### src/rtl/pll_reset_sequencer.sv
// Staged release of NUM_CH active-low resets once the PLL lock has been stable long enough.
// Latency: lock is 2 flops deep, all outputs registered; no backpressure, lock loss or force_rst aborts the sequence.
module pll_reset_sequencer #(
  parameter int NUM_CH         = 3,
  parameter int STABLE_CYCLES  = 1024,
  parameter int STAGGER_CYCLES = 16
) (
  input  logic              clock_in,
  input  logic              resetn,
  input  logic              locked,
  input  logic              force_rst,
  output logic [NUM_CH-1:0] rst_n_out,
  output logic              ready,
  output logic [7:0]        loss_count,
  output logic [1:0]        state_o
);

  localparam logic [1:0] WAIT_LOCK = 2'd0;
  localparam logic [1:0] STABILISE = 2'd1;
  localparam logic [1:0] RELEASE   = 2'd2;
  localparam logic [1:0] RUN       = 2'd3;

  localparam int SW  = (STABLE_CYCLES > 2) ? $clog2(STABLE_CYCLES) : 1;
  localparam int SGW = (STAGGER_CYCLES > 2) ? $clog2(STAGGER_CYCLES) : 1;

  localparam logic [SW-1:0]     STAB_LAST = SW'(STABLE_CYCLES - 1);
  localparam logic [SGW-1:0]    STG_LAST  = SGW'(STAGGER_CYCLES - 1);
  localparam logic [NUM_CH-1:0] ALL_ONES  = '1;
  // Pattern just before the top channel is released.
  localparam logic [NUM_CH-1:0] ALMOST    = ALL_ONES >> 1;

  logic [1:0]     state;
  logic           sync_q;
  logic           lock_s;
  logic [SW-1:0]  stable_cnt;
  logic [SGW-1:0] stagger_cnt;
  logic           lost;

  assign state_o = state;
  assign lost    = ((state == RELEASE) || (state == RUN)) && !lock_s;

  always_ff @(posedge clock_in) begin
    if (!resetn) begin
      sync_q      <= 1'b0;
      lock_s      <= 1'b0;
      state       <= WAIT_LOCK;
      rst_n_out   <= '0;
      ready       <= 1'b0;
      loss_count  <= 8'd0;
      stable_cnt  <= '0;
      stagger_cnt <= '0;
    end else begin
      sync_q <= locked;
      lock_s <= sync_q;
      if (force_rst || lost) begin
        state       <= WAIT_LOCK;
        rst_n_out   <= '0;
        ready       <= 1'b0;
        stable_cnt  <= '0;
        stagger_cnt <= '0;
        // Only a real lock loss counts, even when force_rst coincides with it.
        if (lost && (loss_count != 8'hFF)) loss_count <= loss_count + 8'd1;
      end else begin
        case (state)
          WAIT_LOCK: begin
            if (lock_s) begin
              state      <= STABILISE;
              stable_cnt <= '0;
            end
          end
          STABILISE: begin
            if (!lock_s) begin
              state <= WAIT_LOCK;
            end else if (stable_cnt == STAB_LAST) begin
              state       <= RELEASE;
              rst_n_out   <= NUM_CH'(1);
              stagger_cnt <= '0;
              // A single channel is fully released in the first RELEASE cycle.
              ready       <= (NUM_CH == 1);
            end else begin
              stable_cnt <= stable_cnt + 1'b1;
            end
          end
          RELEASE: begin
            if (NUM_CH == 1) begin
              state <= RUN;
            end else if (stagger_cnt == STG_LAST) begin
              stagger_cnt <= '0;
              rst_n_out   <= NUM_CH'({rst_n_out, 1'b1});
              if (rst_n_out == ALMOST) begin
                state <= RUN;
                ready <= 1'b1;
              end
            end else begin
              stagger_cnt <= stagger_cnt + 1'b1;
            end
          end
          default: ;
        endcase
      end
    end
  end

endmodule

### config.mk
export PLATFORM = sky130hd
export DESIGN_NAME = pll_reset_sequencer
export DESIGN_NICKNAME = d
export VERILOG_FILES = /design/src/rtl/pll_reset_sequencer.sv
export SDC_FILE = /design/constraint.sdc
export NUM_CORES = 1
export LEC_CHECK = 0
export BUFFER_PORTS_ARGS = -buffer_cell sky130_fd_sc_hd__clkbuf_2
export CAP_MARGIN = 0
export CORE_MARGIN = 5
export CORE_UTILIZATION = 35
export CTS_BUF_LIST = sky130_fd_sc_hd__clkbuf_8
export DETAILED_ROUTE_END_ITERATION = 16
export GPL_TIMING_DRIVEN = 0
export PLACE_DENSITY = 0.55
export SLEW_MARGIN = 15
export SYNTH_ARGS = -nofsm -noshare
export SYNTH_HDL_FRONTEND = slang
export SYNTH_SLANG_ARGS = --single-unit
### constraint.sdc
create_clock -name clock_in -period 2.6 [get_ports clock_in]
set_clock_uncertainty 0.2 [all_clocks]
set_input_delay 0.13 -clock clock_in [delete_from_list [all_inputs] [get_ports clock_in]]
set_output_delay 0.13 -clock clock_in [all_outputs]
set_load 0.01 [all_outputs]
# Word level (Yosys, flattened, before mapping)
# Cells that the tools add are included.
# W data, S select, Z words.
[classes] div=0 bitwise_logic=1 mul=0 shifts=0 eq_ne=14 add_sub_neg=3 n_lt_le_gt_ge=0 mux=23 n_reduce_logical=16
[op_table] operator="$mux W10" n=3
[op_table] operator="$pmux W10 S2" n=1
[op_table] operator="$mux W4" n=3
[op_table] operator="$add A10 B1 Y10 const B" n=1
[op_table] operator="$eq A10 B10 Y1 const B" n=1
[op_table] operator="$mux W2" n=5
[op_table] operator="$reduce_and A5 Y1" n=2
[op_table] operator="$mux W3" n=3
[op_table] operator="$add A8 B1 Y8 const B" n=1
[op_table] operator="$ne A2 B2 Y1 const B" n=4
[op_table] operator="$ne A8 B8 Y1 const B" n=1
[op_table] operator="$pmux W4 S2" n=1
[op_table] operator="$reduce_and A4 Y1" n=2
[op_table] operator="$pmux W2 S3" n=1
[op_table] operator="$pmux W3 S2" n=1
[op_table] operator="$add A4 B1 Y4 const B" n=1
[op_table] operator="$eq A2 B2 Y1 const B" n=2
[op_table] operator="$eq A4 B4 Y1 const B" n=1
[op_table] operator="$mux W1" n=4
[op_table] operator="$ne A2 B1 Y1 const B" n=2
[op_table] operator="$reduce_bool A2 Y1" n=2
[op_table] operator="$eq A3 B2 Y1 const B" n=1
[op_table] operator="$ne A3 B3 Y1 const B" n=1
[op_table] operator="$reduce_and A3 Y1" n=1
[op_table] operator="other kinds (10)" n=12
[word_totals] latchBits=0 out_inout_bits=14 in_bits=4 mem_count=0 rom_bits=0 word_cells=65 ramBits=0 register_bits=30

# Depth between registers and ports, before layout
[depth] word_depth=5 depth_mapped=7 depth_no_buf=6

# Least setup slack after synthesis
# No wires, ideal clock.
[synth_timing] path_kind="register to register" from="reg state[0], in the netlist state_o[0]" to="reg rst_n_out[1]" n_path_buf=1 slack_ns=0.507 t_arrival_ns=1.819 stages_incl_launch_ff=8 setup_ns=0.074 synth_period_minus_slack_ns=2.093 t_required_ns=2.326 path_cell_list="dfxtp_1 > inv_1 > ha_1 > o21bai_1 > nand2_1 > clkbuf_1 > or4_1 > o21ai_0"
[synth_between] elab_chain_cells=5 word_cells_on_any_way=13 classes_between="eq/ne: 6; mux: 1; reduce/logical: 6"
[synth_rtl] item="start: declaration" line="32" rtl="logic [1:0] state;"
[synth_rtl] item="start signal: assignment" line="46" rtl="state <= WAIT_LOCK;"
[synth_rtl] item="start signal: assignment" line="56" rtl="state <= WAIT_LOCK;"
[synth_rtl] item="start signal: assignment" line="67" rtl="state <= STABILISE;"
[synth_rtl] item="$eq A2 B2 Y1, on equally long branches" line="40, 64"
[synth_rtl] item="$logic_or A1 B1 Y1" line="40" rtl="assign lost = ((state == RELEASE) || (state == RUN)) && !lock_s;"
[synth_rtl] item="$logic_and A1 B1 Y1" line="40"
[synth_rtl] item="$logic_or A1 B1 Y1" line="55" rtl="if (force_rst || lost) begin"
[synth_rtl] item="$reduce_or A2 Y1 (no source line)"
[synth_rtl] item="end signal: assignment" line="89" rtl="rst_n_out <= NUM_CH'({rst_n_out, 1'b1});"
[synth_rtl] item="end: declaration" line="12" rtl="output logic [NUM_CH-1:0] rst_n_out,"
# Several ways; a longest one is shown, not always the timed one.
# A chain may end at the register's enable or synchronous reset.

# Final worst setup path
# Ends and elaborated chain as after synthesis.

==> impl_metrics.py <==
metrics = {
    "outcome": {
        "status": "finished, final reports clean",
    },
    "worst_setup_path": {
        "critPathBufInv": 2,
        "path_cells": "inv_1 > ha_1 > o21bai_2 > nand2_1 > clkbuf_1 > or4_1 > o21ai_0",
        "critPathLaunchType": "flop",
        "worstPathArrival_ps": 2310,
        "slowest_stage": "or4_1",
        "cpPeakStageDelay_ps": 590,
        "critPathKind": "reg -> reg",
        "crit_family": "simple AND/OR/NAND/NOR gates",
        "worstPathMaxFanout": 10,
        "end_kind": "flop",
        "worstPathRequired_ps": 2600,
    },
    "floorplanning": {
        "die-area_mm2": 0.006078,
        "io_pins": 18,
        "core_area_mm2": 0.004414,
        "die_w_um": 77.96,
        "initial_core_util_pct": 36.62,
        "rows": 24,
        "dieHeight_um": 77.96,
    },
    "detailed_routing": {
        "drc": 0,
        "avgViaCountPerCell": 5.418,
        "routedWlPerCell_um": 12.84,
        "drt_iter0_markers": 80,
        "drt_pass1_iterations": 4,
        "wirelength_um": 3378,
        "ant_nets": 0,
        "vias": 1425,
    },
    "placement": {
        "pre_cts_ws_ps": 189.4,
        "dp.cells": 255,
        "placed_area_mm2": 0.001767,
        "dpl.hpwl_um": 2424,
        "port_buffers": 17,
        "place_congestion": 0.7333,
    },
    "pwr": {
        "cellPowerDensity_mw_per_mm2": 457.3,
        "ir_drop_mv": 0.2492,
        "power_mw": 0.8502,
        "leakagePower_nw": 0.6663,
    },
    "cells_and_area": {
        "area.growth.synth_to_final_pct": 15.02,
        "utilization_pct": 42.12,
        "fillers": 460,
        "regArea_um2": 600.6,
        "num_antenna_cells": 0,
        "multi_input_area_um2": 957.2,
        "final_nets": 223,
        "final_cells": 263,
        "layout-drive-gt1-share_pct": 16.59,
        "fin_area_mm2": 0.001859,
    },
    "cts": {
        "clk_pin_slew_ps": 60,
        "cts_tree": "built",
        "htreeDepth": 2,
        "cts_root_buffer": "clkbuf_8",
        "clk_path_buf_depth": 2,
        "cts-buffers-inserted": 5,
        "post_cts_buffers": 0,
        "cts_sinks": 30,
        "clk_latency_ps": 280,
    },
    "timing": {
        "fin_crit_sh_pct": 88.90,
        "hold_violations": 0,
        "rsz0062_at_grt": "no",
        "setup_viol": 0,
        "tightest_slew_ps": 681.1,
        "timing.final.ws_setup_ps": 288.5,
        "period_needed_ps": 2311,
        "fmax_mhz": 432.6,
        "whs_ps": 55.38,
        "slew_violations": 0,
        "relSlewSlack_pct": 54.21,
        "fin_tns_setup_ps": 0,
    },
    "global_route": {
        "grt_overflow": 0,
        "grt_pass1_vias": 1331,
        "antenna_found_initial": 0,
        "track_usage_pct": 11.96,
        "grt_max_degree": 11,
        "grt_first_pass_wirelength_um": 6037,
    },
    "synthesis": {
        "ys_ff_latch": 30,
        "synth_edf_count": 0,
        "synth_commonest_cells": "30 x dfxtp_1, 17 x nand2_1, 10 x a21oi_1, 10 x nand4_1, 9 x and2_1",
        "seq_area_frac_synth_pct": 37.15,
        "synth_top_area_share_pct": 37.15,
        "ys_types": 50,
        "synth_warnings": 0,
        "yosysTopAreaCell": "dfxtp_1",
        "ys.flop_type": "dfxtp_1",
        "synthTopCellsByArea": "dfxtp_1 37%, ha_1 6.2%, nand2_1 3.9%",
        "synth_fp_nets": 198,
        "syn_area_mm2": 0.001617,
        "syn_inst": 186,
        "synth_async_sr_flop_share_pct": 0,
        "syn_avg_cell_area_um2": 8.691,
        "yosysMostFrequentCell": "dfxtp_1",
    },
    "run": {
        "max_cap_violations": 0,
    },
    "hold_path": {
        "hold_class": "in -> reg",
    },
}
==> routing by layer <==
metal  up-vias  global-route usage, %  part of all wire, %
met5         -                      0                    0
met4         0                  4.223                  1.5
li1        742                      -                    -
met1       662                  16.44                   51
met3         6                  3.356                  2.6
met2        15                  17.86                   45
==> worst paths after layout <==
check	start	end	slack [ps]	cells after the start
hold / removal	force_rst	state_o[1]	60	4
setup / recovery	state_o[0]	rst_n_out[1]	290	7
setup reg to reg	state_o[0]	rst_n_out[1]	290	7
hold reg to reg	sync_q	lock_s	240	1
==> final cells by class <==
cell class / count / area share [%]
plain buffers: 9 / 2.153
clock buffers: 5 / 3.701
clock inverters: 2 / 0.5384
inverters: 6 / 1.211
multi-input cells: 141 / 51.48
flip-flops and latches: 30 / 32.30
well taps: 52 / 3.499
repair buffers: 18 / 5.114
==> flip-flops by register name (all words and copies together) (netlist names) <==
signal       flops
sync_q           1
state_o          2
ready            1
loss_count       8
stagger_cnt      4
rst_n_out        3
stable_cnt      10
lock_s           1
==> where the power goes <==
part	internal, mW	switching, mW	total (mW)
Combinational	0.0152	0.0221	0.0373
Sequential	0.462	0.00138	0.463
Clock	0.179	0.171	0.350
Total	0.656	0.194	0.850
==> cell usage in the layout, fill, tap and decap left out, types with 2 or more instances in the layout <==
cell type  netlist  final
xnor2_1          4      4
clkbuf_2         1     18
clkbuf_8         0      5
nand4_1         10     10
nand2b_1         3      3
o31a_1           2      2
and3_1           2      2
nor2_1           8      8
a31oi_1          2      2
o2111ai_1        2      2
nand3b_1         3      3
clkinv_2         0      2
ha_1             8      8
nor3_1           3      3
nand2_1         17     17
o211ai_1         3      3
o21ai_0          6      6
nand3_1          5      5
a211oi_1         2      2
inv_1            6      6
o21a_1           2      2
or4_1            4      4
buf_2            4      4
dfxtp_1         30     30
and2_1           9      9
clkbuf_1         3      3
a21oi_1         10     10
nor2b_1          2      2
o31ai_1          4      4
or3_1            4      4
nor4_1           2      2
mux2i_1          5      5
==> worst reg2reg max path: stages (launching register included) <==
cell and delay (ps):
dfxtp_1 400, inv_1 100, ha_1 240, o21bai_2 250
nand2_1 100, clkbuf_1 270, or4_1 590, o21ai_0 100
==> repair_timing <==
action / CTS / global route
hold buffers: 1 / 0
setup endpoints to repair: 0 / 2
gates resized for setup: 0 / 1
hold endpoints to repair: 1 / 0
==> kinds of logic (layout without fill, tap and decap cells) <==
kind of cell	after synthesis	after routing	synth area share, %
flip-flops	30	30	37.15
adder cells (fa/ha/maj)	8	8	6.192
AND/OR/NAND/NOR	79	79	27.71
XOR/XNOR	4	4	2.167
buffers and inverters	15	40	3.869
multiplexers	6	6	3.793
AO/OA/AOI/OAI	44	44	19.12
Note: power is estimated with default switching activity, not from simulation.
